File: config.mk
export PLATFORM = sky130hd
export DESIGN_NAME = vec_packet_serializer
export DESIGN_NICKNAME = d
export VERILOG_FILES = /design/src/rtl/vec_packet_pkg.sv /design/src/rtl/vec_slot_picker.sv /design/src/rtl/vec_packet_serializer.sv
export SDC_FILE = /design/constraint.sdc
export NUM_CORES = 1
export LEC_CHECK = 0
export CAP_MARGIN = 20
export CORE_MARGIN = 5
export CORE_UTILIZATION = 40
export DETAILED_ROUTE_END_ITERATION = 10
export GPL_ROUTABILITY_DRIVEN = 0
export GPL_TIMING_DRIVEN = 0
export PLACE_DENSITY = 0.67
export RECOVER_POWER = 100
export SYNTH_ARGS = -nofsm -noshare
export SYNTH_HDL_FRONTEND = slang
export SYNTH_SLANG_ARGS = --single-unit
File: constraint.sdc
create_clock -name clock -period 3 [get_ports clock]
set_input_delay 0.6 -clock clock [delete_from_list [all_inputs] [get_ports clock]]
set_output_delay 0.6 -clock clock [all_outputs]
set_load 0.05 [all_outputs]
File: src/rtl/vec_packet_pkg.sv
// Shared types and widths for the vectored packet serializer/deserializer pair.
package vec_packet_pkg;

  localparam int NUM_SLOTS = 3;
  localparam int HEADER_W  = 16;
  localparam int ADDR_W    = 16;
  localparam int DATA_W    = 32;
  localparam int CNT_W     = 16;
  localparam int SLOT_W    = 2;

  typedef struct packed {
    logic [HEADER_W-1:0] header;
    logic [ADDR_W-1:0]   addr;
    logic [DATA_W-1:0]   data;
  } packet_t;

  typedef enum logic {
    IDLE,
    SEND
  } state_t;

  // Binary index of a one-hot slot vector; all-zero input maps to slot 0.
  function automatic logic [SLOT_W-1:0] oneHotToIndex(input logic [NUM_SLOTS-1:0] oneHot);
    logic [SLOT_W-1:0] idx;
    idx = '0;
    for (int i = 0; i < NUM_SLOTS; i++) begin
      if (oneHot[i]) idx = SLOT_W'(i);
    end
    return idx;
  endfunction

endpackage

File: src/rtl/vec_slot_picker.sv
// Lowest-set-bit picker over a slot mask: one-hot pick, binary index,
// any-set flag and a flag for exactly one bit remaining.
module vec_slot_picker
  import vec_packet_pkg::*;
(
  input  logic [NUM_SLOTS-1:0] remMask,
  output logic [NUM_SLOTS-1:0] pick,
  output logic [SLOT_W-1:0]    index,
  output logic                 any,
  output logic                 last
);

  // Isolate the lowest set bit and derive index / population flags.
  always_comb begin
    // NOTE: every output gets a value on every path through this block, so no latch is inferred.
    pick  = remMask & (~remMask + NUM_SLOTS'(1));
    index = oneHotToIndex(pick);
    any   = |remMask;
    last  = any && ((remMask & (remMask - NUM_SLOTS'(1))) == '0);
  end

endmodule

File: src/rtl/vec_packet_serializer.sv
// Serializes one 3-slot packet vector into single-packet beats, lowest
// selected slot first, with a wrapping count of beats handed downstream.
module vec_packet_serializer
  import vec_packet_pkg::*;
(
  input  logic                clock,
  input  logic                reset,
  input  logic                io_inPacket_valid,
  output logic                io_inPacket_ready,
  input  logic [NUM_SLOTS-1:0] io_inPacket_mask,
  input  logic [HEADER_W-1:0] io_inPacket_tx_header_0,
  input  logic [HEADER_W-1:0] io_inPacket_tx_header_1,
  input  logic [HEADER_W-1:0] io_inPacket_tx_header_2,
  input  logic [ADDR_W-1:0]   io_inPacket_tx_addr_0,
  input  logic [ADDR_W-1:0]   io_inPacket_tx_addr_1,
  input  logic [ADDR_W-1:0]   io_inPacket_tx_addr_2,
  input  logic [DATA_W-1:0]   io_inPacket_tx_data_0,
  input  logic [DATA_W-1:0]   io_inPacket_tx_data_1,
  input  logic [DATA_W-1:0]   io_inPacket_tx_data_2,
  output logic                io_outPacket_valid,
  input  logic                io_outPacket_ready,
  output logic [HEADER_W-1:0] io_outPacket_header,
  output logic [ADDR_W-1:0]   io_outPacket_addr,
  output logic [DATA_W-1:0]   io_outPacket_data,
  output logic [SLOT_W-1:0]   io_outPacket_slot,
  output logic                io_outPacket_last,
  output logic [CNT_W-1:0]    io_sentCount
);

  state_t               state;
  state_t               nextState;
  logic                 inReadyReg;
  logic [NUM_SLOTS-1:0] remMask;
  packet_t              holdPkt [NUM_SLOTS];
  packet_t              inPkt   [NUM_SLOTS];
  packet_t              selPkt;
  logic [CNT_W-1:0]     sentCount;

  logic [NUM_SLOTS-1:0] pick;
  logic [SLOT_W-1:0]    pickIndex;
  logic                 pickAny;
  logic                 pickLast;
  logic                 inFire;
  logic                 outFire;

  assign inPkt[0] = {io_inPacket_tx_header_0, io_inPacket_tx_addr_0, io_inPacket_tx_data_0};
  assign inPkt[1] = {io_inPacket_tx_header_1, io_inPacket_tx_addr_1, io_inPacket_tx_data_1};
  assign inPkt[2] = {io_inPacket_tx_header_2, io_inPacket_tx_addr_2, io_inPacket_tx_data_2};

  // A vector is taken only from IDLE with the registered ready high; a beat
  // leaves whenever SEND (valid) meets downstream ready.
  assign inFire  = (state == IDLE) && io_inPacket_valid && inReadyReg;
  assign outFire = (state == SEND) && io_outPacket_ready;

  vec_slot_picker u_picker (
    .remMask (remMask),
    .pick    (pick),
    .index   (pickIndex),
    .any     (pickAny),
    .last    (pickLast)
  );

  // State register plus registered input ready, so downstream ready never
  // reaches upstream ready combinationally.
  always_ff @(posedge clock or negedge reset) begin
    // NOTE: state elements are written with non-blocking assignments so every flop samples pre-edge values.
    if (!reset) begin
      state      <= IDLE;
      inReadyReg <= 1'b0;
    end else begin
      state      <= nextState;
      inReadyReg <= (nextState == IDLE);
    end
  end

  // Next-state decode: a non-empty vector starts SEND, the last beat ends it.
  always_comb begin
    nextState = state;
    unique case (state)
      IDLE: if (inFire && (io_inPacket_mask != '0)) nextState = SEND;
      SEND: if (!pickAny || (outFire && pickLast)) nextState = IDLE;
      default: nextState = IDLE;
    endcase
  end

  // Holding registers, remaining mask and beat counter.
  always_ff @(posedge clock or negedge reset) begin
    if (!reset) begin
      // NOTE: the three holding slots are reset as well; they are few and it keeps the outputs at zero out of reset.
      for (int i = 0; i < NUM_SLOTS; i++) holdPkt[i] <= '0;
      remMask   <= '0;
      sentCount <= '0;
    end else begin
      if (inFire) begin
        for (int i = 0; i < NUM_SLOTS; i++) holdPkt[i] <= inPkt[i];
        remMask <= io_inPacket_mask;
      end else if (outFire) begin
        remMask   <= remMask & ~pick;
        sentCount <= sentCount + CNT_W'(1);
      end
    end
  end

  // Output decode: beat fields come from the picked holding slot while in SEND.
  always_comb begin
    selPkt = '0;
    if (state == SEND) begin
      for (int i = 0; i < NUM_SLOTS; i++) begin
        if (pick[i]) selPkt = holdPkt[i];
      end
    end
    io_outPacket_valid  = (state == SEND);
    io_outPacket_header = selPkt.header;
    io_outPacket_addr   = selPkt.addr;
    io_outPacket_data   = selPkt.data;
    io_outPacket_slot   = (state == SEND) ? pickIndex : '0;
    io_outPacket_last   = (state == SEND) && pickLast;
  end

  assign io_inPacket_ready = inReadyReg;
  assign io_sentCount      = sentCount;

endmodule

==> results by group <==
Status
  • Outcome: complete, but fails checks
  • Failing checks: capacitance limit, slew limit

CTS
  • Num CTS Buffers: 24
  • Clock Path Buffers: 3
  • H-tree depth: 1
  • Clock Pin Slew Worst Setup and Hold Paths: 0.06 ns
  • Clock Latency Late Sink: 0.51 ns
  • Root buf cell: clkbuf_16
  • Post-CTS Setup Bufs: 0
  • TritonCTS clock tree: yes
  • Clock sink count: 213

Critical path
  • Crit-path max cell delay: 0.38 ns
  • Critical-path maximum fanout: 10
  • Slowest-stage cell, CP: clkdlybuf4s15_2
  • Most used cell, CP: buf_8
  • Crit path required time: 2.40 ns
  • Setup CP Type: flip-flop to output port
  • Crit path arrival time: 2.34 ns
  • CP endpoint kind: output port
  • CP Cell Sequence: buf_2 > nor2b_4 > buf_8 > buf_8 > a22oi_1 > o21ai_1 > and2_0 > clkdlybuf4s15_2
  • Startpoint types: flip-flop

Final layout
  • Commonest non-fill, non-tap cell in the layout: nand2_1
  • Fillcell total: 2329
  • Area delta synth->final: 39.5%
  • Highest-count cells in the layout ignoring fill and taps: 655 x nand2_1, 212 x dfrtp_1, 195 x clkdlybuf4s50_1
  • Final non-filler cell area: 13800 um2
  • Share of post-route cells with drive strength above 1: 9.33%
  • Core Util, Final: 56.6%
  • Non-Filler Instances: 1849
  • Nets@finish: 1707

Yosys
  • Synthesized area: 9860 um2
  • Syn_area_per_cell: 8.24 um2
  • Post-synthesis sequential area ratio: 54.1%
  • Synth warn: 0
  • Post-Syn Nets: 1397
  • Distinct cells, synth: 33
  • Leading area contributor after synthesis: dfrtp_1
  • Synth top area cells: dfrtp_1 54%, nand2_1 25%, a22oi_1 4.9%
  • FF+latch count, synth: 213
  • Synth Instances: 1197
  • Post-synth top area share: 54.1%

Floorplan
  • Core Box Area: 24300 um2
  • IO Pins: 284
  • Chip width: 167 um
  • Initial Util: 40.5%
  • Chip height: 167 um
  • Num rows: 57
  • Die ar.: 27900 um2

Routing
  • WL/cell: 17.2 um
  • Via count: 9102
  • Final Routed Wirelength: 31900 um
  • Post-DRT Antenna Nets: 0
  • Vias per inst: 4.92
  • Drt first pass iters: 5
  • 1st-iter DRT viols: 658
  • Residual DRC count: 0

Timing
  • Worst Tran Pin Value: 2.49 ns
  • Post-Route Setup TNS: 0 ns
  • Tcrit/Tclk final: 97.9%
  • Hold Worst Slack: 0.471 ns
  • Slew headroom: -66.2%
  • Setup ws final: 0.0629 ns
  • Final Critical Period: 2.94 ns
  • Skew final: 0.00471 ns
  • RSZ-0062 raised after global routing: no
  • Fin. max-slew vios: 97
  • Final Hold Fails: 0
  • Fmax: 340 MHz
  • Final setup fails: 0

Pwr
  • Power Dens Cells: 1010 nW/um2
  • Peak VDD IR: 0.497 mV
  • Overall power: 13.9 mW
  • P_leak: 6.73 nW

Placement
  • Hpwl dp: 22600 um
  • DP Area: 13100 um2
  • DP Cell Count: 1805
  • DP Worst Slack: -0.0504 ns
  • IO buf count: 283

Worst hold path
  • Worst min-delay path class: flip-flop to flip-flop

Global routing
  • Total grt overflow: 0
  • First-pass GRT wire length: 50600 um
  • Largest net degree at the start of global routing: 118
  • Initial antenna violation count: 3
  • GRT Total Usage: 22.1%
  • Vias in the first global route: 9286

Run
  • Max_cap viols: 1
cells by family after synthesis:
group,after synthesis,share of synthesized area [%]
AOI/OAI and AO/OA,138,8.82
xor gates and xnor gates,16,1.42
adders and majority gates,1,0.127
buffers and inverters,81,4.53
DFF,213,54.1
and+or+nand+nor,748,31.0
Yosys cell counts:
cell type	instances
o21a_1	1
o311ai_0	1
and2_1	66
dfrtp_1	213
nor2_2	1
a22oi_1	64
nor2_1	5
buf_4	3
and4_1	1
nand3b_4	1
buf_2	42
nand4_1	4
and3_2	1
and3b_1	1
inv_1	1
o21ai_0	8
nor3_4	1
nor2b_4	1
nand2_2	1
a21oi_1	1
o211a_1	1
ha_1	1
clkbuf_1	28
o21ai_1	60
and3_1	1
buf_8	7
a22o_1	2
nand3_1	8
xor2_1	6
nand2_1	654
xnor2_1	10
nor3_1	1
nor3_2	1
per-layer routing:
layer,global-route usage (%),routed length (um)
met2,36.7,15300
met5,0,0
met3,3.63,1670
met4,6.15,760
met1,30.3,14100
cell type report:
type / instances / area, um2 / share of cell area [%]
Sequential cell: 213 / 5330 / 38.8
Antenna cell: 3 / 7.51 / 0.0546
Timing Repair Buffer: 284 / 2760 / 20.0
Clock buffer: 38 / 724 / 5.27
Clock inverter: 3 / 40.0 / 0.291
Buffer: 80 / 427 / 3.10
Tap cell: 324 / 405 / 2.95
Inverter: 1 / 3.75 / 0.0273
Multi-Input combinational cell: 903 / 4060 / 29.5
power by group:
part	internal, mW	leakage [nW]	switching, mW	total (mW)
combinational	2.07	3.70	4.03	6.10
sequential	4.18	2.65	0.743	4.92
clock	1.73	0.375	1.15	2.88
total	7.97	6.73	5.93	13.9
sequential cells by signal (all words and copies together) (netlist names):
name / cells
holdPkt: 192
remMask: 3
io_sentCount: 16
io_outPacket_valid: 1
io_inPacket_ready: 1
critical path, delay by kind of cell (launching register included):
kind / cells / cell delay, ns
simple gates: 2 / 0.31
buf+inv: 4 / 0.94
flops: 1 / 0.35
compound gates: 2 / 0.22
path summary, 6_finish.rpt:
path / slack, ns / start / endpoint / cells past startpoint
worst max-delay path: 0.06 / remMask[1]$_DFFE_PN0P_ / io_outPacket_data[16] / 8
worst min-delay path: 0.47 / holdPkt[186]$_DFFE_PN0P_ / holdPkt[186]$_DFFE_PN0P_ / 2
worst max register to register: 0.67 / io_outPacket_valid$_DFF_PN0_ / holdPkt[109]$_DFFE_PN0P_ / 6
worst min register to register: 0.47 / holdPkt[186]$_DFFE_PN0P_ / holdPkt[186]$_DFFE_PN0P_ / 2
max in group asynchronous: 0.60 / reset / remMask[2]$_DFFE_PN0P_ / 2
min in group asynchronous: 0.81 / reset / holdPkt[106]$_DFFE_PN0P_ / 1
timing repair:
item                       CTS  global route
hold buffers                 0             0
setup endpoints to repair   67            43
resized for setup          199            59
gates cloned                 0             0
pin swaps                    0             0
No activity file was read; power rests on OpenSTA's default activity.
